$ cat src/rtl/fft_mem_seq.sv
// In-place radix-2 DIF memory sequencer: walks every butterfly of every stage, reads the operand
// pair from a dual-port RAM, hands it to an external butterfly and writes the results back.
package fft_consts;
    localparam int DW = 32;
    localparam int N  = 8;
endpackage

module fft_mem_seq #(
    parameter int DW    = fft_consts::DW,
    parameter int N     = fft_consts::N,
    localparam int LOGN = $clog2(N)
) (
    input  logic            clk_i,
    input  logic            rst_i,
    input  logic            start_i,
    output logic            busy_o,
    output logic            done_o,
    output logic            ena_o,
    output logic            wea_o,
    output logic [LOGN-1:0] addra_o,
    output logic [DW-1:0]   dina_o,
    input  logic [DW-1:0]   douta_i,
    output logic            enb_o,
    output logic            web_o,
    output logic [LOGN-1:0] addrb_o,
    output logic [DW-1:0]   dinb_o,
    input  logic [DW-1:0]   doutb_i,
    output logic            bf_valid_o,
    input  logic            bf_ready_i,
    output logic [DW-1:0]   bf_x0_o,
    output logic [DW-1:0]   bf_x1_o,
    output logic [LOGN-2:0] bf_tw_o,
    input  logic            res_valid_i,
    output logic            res_ready_o,
    input  logic [DW-1:0]   res_y0_i,
    input  logic [DW-1:0]   res_y1_i
);

    typedef enum logic [2:0] {IDLE, RD, CAP, BF, RES, WR} state_t;

    state_t          state_q, state_d;
    logic [LOGN-1:0] s_q, s_d;
    logic [LOGN-2:0] k_q, k_d;
    logic [DW-1:0]   x0_q, x0_d, x1_q, x1_d;
    logic [DW-1:0]   y0_q, y0_d, y1_q, y1_d;
    logic [LOGN-2:0] tw_q, tw_d;
    logic            done_q, done_d;

    logic [LOGN-1:0] span, j, addr0, addr1;
    logic [LOGN-2:0] tw;

    // span is a power of two, so k/span and the 2*span block stride reduce to shifts
    always_comb begin
        span  = LOGN'(N >> (s_q + LOGN'(1)));
        j     = {1'b0, k_q} & (span - LOGN'(1));
        addr0 = (({1'b0, k_q} >> (LOGN - 1 - int'(s_q))) << (LOGN - int'(s_q))) | j;
        addr1 = addr0 | span;
        tw    = j[LOGN-2:0] << s_q;
    end

    always_ff @(posedge clk_i or posedge rst_i) begin
        if (rst_i) begin
            state_q <= IDLE;
            s_q     <= '0;
            k_q     <= '0;
            x0_q    <= '0;
            x1_q    <= '0;
            y0_q    <= '0;
            y1_q    <= '0;
            tw_q    <= '0;
            done_q  <= 1'b0;
        end else begin
            state_q <= state_d;
            s_q     <= s_d;
            k_q     <= k_d;
            x0_q    <= x0_d;
            x1_q    <= x1_d;
            y0_q    <= y0_d;
            y1_q    <= y1_d;
            tw_q    <= tw_d;
            done_q  <= done_d;
        end
    end

    always_comb begin
        state_d     = state_q;
        s_d         = s_q;
        k_d         = k_q;
        x0_d        = x0_q;
        x1_d        = x1_q;
        y0_d        = y0_q;
        y1_d        = y1_q;
        tw_d        = tw_q;
        done_d      = 1'b0;
        ena_o       = 1'b0;
        enb_o       = 1'b0;
        wea_o       = 1'b0;
        web_o       = 1'b0;
        addra_o     = '0;
        addrb_o     = '0;
        bf_valid_o  = 1'b0;
        res_ready_o = 1'b0;
        unique case (state_q)
            IDLE: begin
                if (start_i) state_d = RD;
            end
            RD: begin
                ena_o   = 1'b1;
                enb_o   = 1'b1;
                addra_o = addr0;
                addrb_o = addr1;
                state_d = CAP;
            end
            CAP: begin
                x0_d    = douta_i;
                x1_d    = doutb_i;
                tw_d    = tw;
                state_d = BF;
            end
            BF: begin
                bf_valid_o = 1'b1;
                if (bf_ready_i) state_d = RES;
            end
            RES: begin
                res_ready_o = 1'b1;
                if (res_valid_i) begin
                    y0_d    = res_y0_i;
                    y1_d    = res_y1_i;
                    state_d = WR;
                end
            end
            WR: begin
                ena_o   = 1'b1;
                wea_o   = 1'b1;
                enb_o   = 1'b1;
                web_o   = 1'b1;
                addra_o = addr0;
                addrb_o = addr1;
                if (k_q == '1) begin
                    k_d = '0;
                    if (s_q == LOGN'(LOGN - 1)) begin
                        s_d     = '0;
                        done_d  = 1'b1;
                        state_d = IDLE;
                    end else begin
                        s_d     = s_q + LOGN'(1);
                        state_d = RD;
                    end
                end else begin
                    k_d     = k_q + (LOGN-1)'(1);
                    state_d = RD;
                end
            end
            default: state_d = IDLE;
        endcase
    end

    assign busy_o  = (state_q != IDLE);
    assign done_o  = done_q;
    assign dina_o  = y0_q;
    assign dinb_o  = y1_q;
    assign bf_x0_o = x0_q;
    assign bf_x1_o = x1_q;
    assign bf_tw_o = tw_q;

endmodule

$ cat config.mk
export PLATFORM = sky130hd
export DESIGN_NAME = fft_mem_seq
export DESIGN_NICKNAME = d
export VERILOG_FILES = /design/src/rtl/fft_mem_seq.sv
export SDC_FILE = /design/constraint.sdc
export NUM_CORES = 1
export LEC_CHECK = 0
export ABC_AREA = 1
export BUFFER_PORTS_ARGS = -buffer_cell sky130_fd_sc_hd__clkbuf_2
export CORE_ASPECT_RATIO = 1.5
export CORE_MARGIN = 4
export CORE_UTILIZATION = 35
export DETAILED_ROUTE_END_ITERATION = 16
export PLACE_DENSITY_LB_ADDON = 0.12
export SETUP_SLACK_MARGIN = 0.5
export SLEW_MARGIN = 15
export SYNTH_ARGS = -nofsm -noshare
export SYNTH_HDL_FRONTEND = slang
export SYNTH_SLANG_ARGS = --single-unit
$ cat constraint.sdc
create_clock -name clk_i -period 4.8 [get_ports clk_i]
set_input_delay 0.48 -clock clk_i [delete_from_list [all_inputs] [get_ports clk_i]]
set_output_delay 0.48 -clock clk_i [all_outputs]
set_load 0.03 [all_outputs]
# == Word level (Yosys, flattened, before mapping) ==
# Index checks and enable logic that the tools add are counted.
# word_totals
word_cells,54
output_inout_bits,144
ff_bits,139
in_bits,133
# op_classes
n_mux,17
n_eq_ne,10
n_addsub,5
shift,4
reduce_logical,6
bitwise_logic,3
# op_table
operator,count
$shl 3x32->3,1
$shr 2x32->3,1
$mux 3,7
$pmux 3 s6,1
$eq 3x2->1 const B,3
$mux 1,8
$sub 2x3->4 const A,2
$eq 3x3->1 const B,2
$ne 2x2->1 const B,3
$or 3x3->3,2
$reduce_and 2->1,2
$shr 4x3->3 const A,1
$add 3x1->3 const B,1
$and 2x3->3,1
$eq 3x1->1 const B,1
$logic_not 3->1,1
$reduce_and 3->1,1
$reduce_bool 3->1,1
$shl 2x3->2,1
$sub 3x1->3 const B,1
$add 2x1->2 const B,1
$eq 2x2->1 const B,1
$mux 2,1
$reduce_or 2->1,1

# == Depth between registers and ports, before layout ==
# logic_depth
ltp_word,7
mapped_depth,9
mapped_depth_nobuf,9

# == Worst setup path before layout ==
# OpenSTA, ideal clock, no wires.
# synth_timing
kind,register -> output
startpoint,register s_q[0]
endpoint,output port addrb_o[0]
n_path_buf,0
required_ns,4.320
arrival_time_ns,1.462
stages_incl_launch_ff,7
path_slack_ns,2.858
cell_sequence,dfrtp_1 -> ha_1 -> inv_1 -> nand2_1 -> nand2_1 -> nand2_1 -> a21oi_1
# synth_between
elab_chain_len,7
elab_cells_between_ends,11
classes_between,add/sub (4); shift (3); mux (1); bitwise (3)
# synth_lines
item,line,text
"start, declared",42,"logic [LOGN-1:0] s_q, s_d;"
"start signal, assigned",64,s_q <= '0;
"start signal, assigned",74,s_q <= s_d;
$add 3x1->3,54,span = LOGN'(N >> (s_q + LOGN'(1)));
$shr 4x3->3,54,
$sub 3x1->3,55,"j = {1'b0, k_q} & (span - LOGN'(1));"
$and 2x3->3,55,
$or 3x3->3,56,"addr0 = (({1'b0, k_q} >> (LOGN - 1 - int'(s_q))) << (LOGN - int'(s_q))) | j;"
$or 3x3->3 (*),57,addr1 = addr0 | span;
$mux 3 (*),103,unique case (state_q)
"end, declared",25,"output logic [LOGN-1:0] addrb_o,"
# Mark *: on every way between the ends. The rest lies on a longest branch, timed or not.

# == Worst setup path in the final report ==
# layout_timing
startpoint,register s_q[0]
endpoint,output port addrb_o[2]
# Same word-level chain as after synthesis.

==> results.txt <==
----------------------------------------------------
[Worst setup path]
  Largest fanout on the critical path ... 8
  Worst Setup Path Type ... register to output port
  Endpoint required time on the critical path ... 4.32 ns
  RR Startpoint ... state_q[2]$_DFFE_PP0P_
  CP max stage delay ... 0.51 ns
  Crit path buffers/inverters ... 3
  Startpoint type of the worst setup path ... register
  Most frequent CP cell ... nand2_1
  Dominant delay contributor by cell family on the critical path ... flip-flops
  Worst reg-to-reg setup slack ... 2.58 ns
  Critical path data arrival time ... 2.16 ns
  Number of cells on the worst reg-to-reg path ... 6
  Crit. End Element ... output port
  Max stage delay cell, worst path ... dfrtp_1
  Cells traversed along the worst timing path ... inv_1, ha_1, inv_1, nor2_1, nand2_1, nand2_1, nand3_1, nand2_1, clkbuf_2
  R2r endpoint ... bf_x1_o[7]$_DFFE_PP0P_

[STA]
  Smallest hold slack ... 0.263 ns
  Final worst-path cycle share ... 55.0%
  Setup repair after global routing missed its margin ... no
  Clock skew ... 0.0123 ns
  Worst slew margin ... 37.3%
  Pins Over Slew Limit ... 0
  Number of endpoints with negative hold slack in the final report ... 0
  Final TNS setup ... 0 ns
  Achievable Freq ... 379 MHz
  Least-Margin Pin Slew ... 0.941 ns
  Setup Viol. Count Final ... 0
  Post-layout min period ... 2.64 ns

[Min path]
  Origin of the worst min-delay path ... douta_i[22]
  Hold-critical path depth ... 3
  Type of the most critical hold path ... input pin to register
  Hold EP ... bf_x0_o[22]$_DFFE_PP0P_

[Logic synthesis]
  Register area share after synthesis ... 60.4%
  Synth area leaders ... dfrtp_1, nand2_1, nand3_1
  Leading area contributor after synthesis ... dfrtp_1
  Syn Std Cell Area ... 5750 um2
  Post-Syn Nets ... 797
  Post-synthesis average cell area ... 8.76 um2
  Warning count from the yosys run ... 0
  Register bit count reported by yosys ... 139
  Post-synthesis cell type count ... 23
  Cells after synthesis ... 657
  Fraction of post-synthesis cell area in the top cell type by area ... 60.4%

[Pwr]
  Part of the power in registers ... 33.1%
  Max rail drop VDD ... 0.364 mV
  Sw Ratio ... 48.1%
  LEAKAGE ... 0.00460 uW
  Switching component of the power ... 2960 uW
  Clock group share of total power ... 21.2%
  Internal power consumption ... 3190 uW
  Pwr/cell area ... 789 nW/um2
  Part of the power in combinational logic ... 45.8%

[GRT]
  Antenna violations before repair ... 0
  Largest net degree at the start of global routing ... 105
  Global-route wire length before repair ... 26200 um
  Sum of overflow across all layers after global routing ... 0
  Vias in the first global route ... 5135
  Global-route usage over all layers ... 17.7%

[Clock tree]
  Number of buffers on the longest clock path ... 2
  Total number of H-tree levels ... 4
  Clock Sink Count ... 139
  Total of hold buffers inserted after clock tree synthesis ... 0
  TritonCTS Buffers ... 17
  Post-CTS clock slew at the launch and capture registers of the worst setup and hold paths ... 0.07 ns
  Resize count post-CTS ... 0
  Clock tree from TritonCTS ... yes
  Setup fix buffers added after clock tree synthesis ... 0
  Worst-skew pair later-pin latency ... 0.41 ns
  Cell at the root of the clock tree ... clkbuf_16

[Layout]
  Finished layout cell area ... 7780 um2
  Area Growth Syn to Fin ... 35.3%
  ANT cells ... 0
  Number of nets in the layout ... 1062
  Most common cell after layout, fill and taps aside ... nand2_1
  # fillers ... 1699
  Fraction of layout cells with a size suffix above 1 ... 34.8%
  Most frequent cells in the layout ... nand2_1, clkbuf_2, dfrtp_1
  Utilization after layout ... 48.1%

[Detailed routing]
  DRT antenna net count ... 0
  Detail-routed net length per standard cell ... 14.8 um
  Starting DRC count in detailed routing ... 343
  First-pass DRT Iterations ... 4
  Routed vias ... 5134
  Final wirelength ... 16900 um
  DR DRC count ... 0
  Average via count per standard cell ... 4.50

[Job]
  Max-capacitance violation count ... 0

[Floorplan]
  Horizontal extent of the die ... 113 um
  Number of rows created at floorplan ... 57
  Standard cell core area ... 16200 um2
  Vertical die dimension ... 165 um
  Number of primary I/O pins ... 277
  Initial core utilization ... 35.5%
  Die outline area ... 18600 um2

[Place]
  Gpl congestion ... 0.782
  Placed standard-cell area ... 7210 um2
  Quantity of I/O buffers inserted on ports ... 276
  Detailed placement HPWL ... 11700 um

[Outcome]
  Status ... complete, no violations

----------------------------------------------------
[how the worst max path moves through the flow]
stage / start / cells after the start / slack, ns / endpoint
finish: s_q[0]$_DFFE_PP0P_ / 9 / 2.16 / addrb_o[2]
global route: s_q[0]$_DFFE_PP0P_ / 9 / 1.96 / addrb_o[2]
CTS: state_q[1]$_DFFE_PP0P_ / 5 / 2.15 / res_ready_o
detailed placement: state_q[2]$_DFFE_PP0P_ / 6 / 2.56 / bf_x1_o[26]$_DFFE_PP0P_
global placement: state_q[2]$_DFFE_PP0P_ / 6 / 2.57 / bf_x1_o[29]$_DFFE_PP0P_
floorplan: rst_i / 1 / 0.60 / bf_tw_o[0]$_DFFE_PP0P_
[stage by stage]
stage / setup WS [ns] / total power [uW] / std cells
4_1_cts: 2.15 / 6240 / 1141
6_report: 2.16 / 6150 / 1141
2_1_floorplan: 0.595 / 4040 / 657
3_3_place_gp: 2.57 / 4880 / 1109
5_1_grt: 1.96 / 6570 / 1141
3_5_place_dp: 2.56 / 4920 / 1109
[power by group through the flow]
stage               clock network [uW]  registers (uW)  logic (uW)
floorplan                            0            3070         973
global placement                     0            2050        2840
detailed placement                   0            2050        2860
CTS                               1340            2040        2870
global route                      1390            2110        3070
finish                            1300            2030        2810
[registers in the layout, summed over array words and instances (netlist names)]
| name | count |
|---|---|
| s_q | 3 |
| done_o | 1 |
| bf_tw_o | 2 |
| state_q | 3 |
| k_q | 2 |
| bf_x1_o | 32 |
| dina_o | 32 |
| bf_x0_o | 32 |
| dinb_o | 32 |
[Yosys cell counts]
cell type	number
a21oi_1	4
nand2_2	1
o21ai_0	5
buf_4	7
dfrtp_1	139
o21bai_1	1
o211ai_1	2
nor3_4	1
nor2_1	9
ha_1	7
buf_6	8
o22ai_1	2
nand2_4	1
o21ai_1	1
buf_2	11
inv_1	19
inv_2	3
nand3_1	75
clkbuf_1	10
nor2_4	2
nand2_1	345
or2_2	2
nand4_1	2
[tightest hold or removal path, stage by stage]
cell and delay (ns):
clkbuf_2 0.07, nand2_1 0.04, nand2_1 0.05
[cell families (layout without fill, tap and decap cells)]
logic type	Yosys count	in the layout	share of synthesized area [%]
buffers and inverters	58	336	5.52
AOI/OAI and AO/OA	15	15	1.48
adders and majority gates	7	7	1.52
DFF	139	139	60.4
and+or+nand+nor	438	438	31.0
[metal layers]
metal,GRT usage (%),part of all wire [%]
met4,7.60,3.0
met5,0,0
met2,30.1,52
met3,4.40,5.9
met1,21.3,39
[final cells by class]
| class | count | area (um2) | area share (%) |
|---|---|---|---|
| Multi-Input combinational cell | 460 | 1960 | 25.2 |
| Tap cell | 206 | 258 | 3.31 |
| Clock buffer | 17 | 425 | 5.46 |
| Timing Repair Buffer | 282 | 1430 | 18.3 |
| Clock inverter | 15 | 151 | 1.94 |
| Inverter | 22 | 87.6 | 1.13 |
| Sequential cell | 139 | 3480 | 44.7 |
Power figures use the tool's default switching activity.
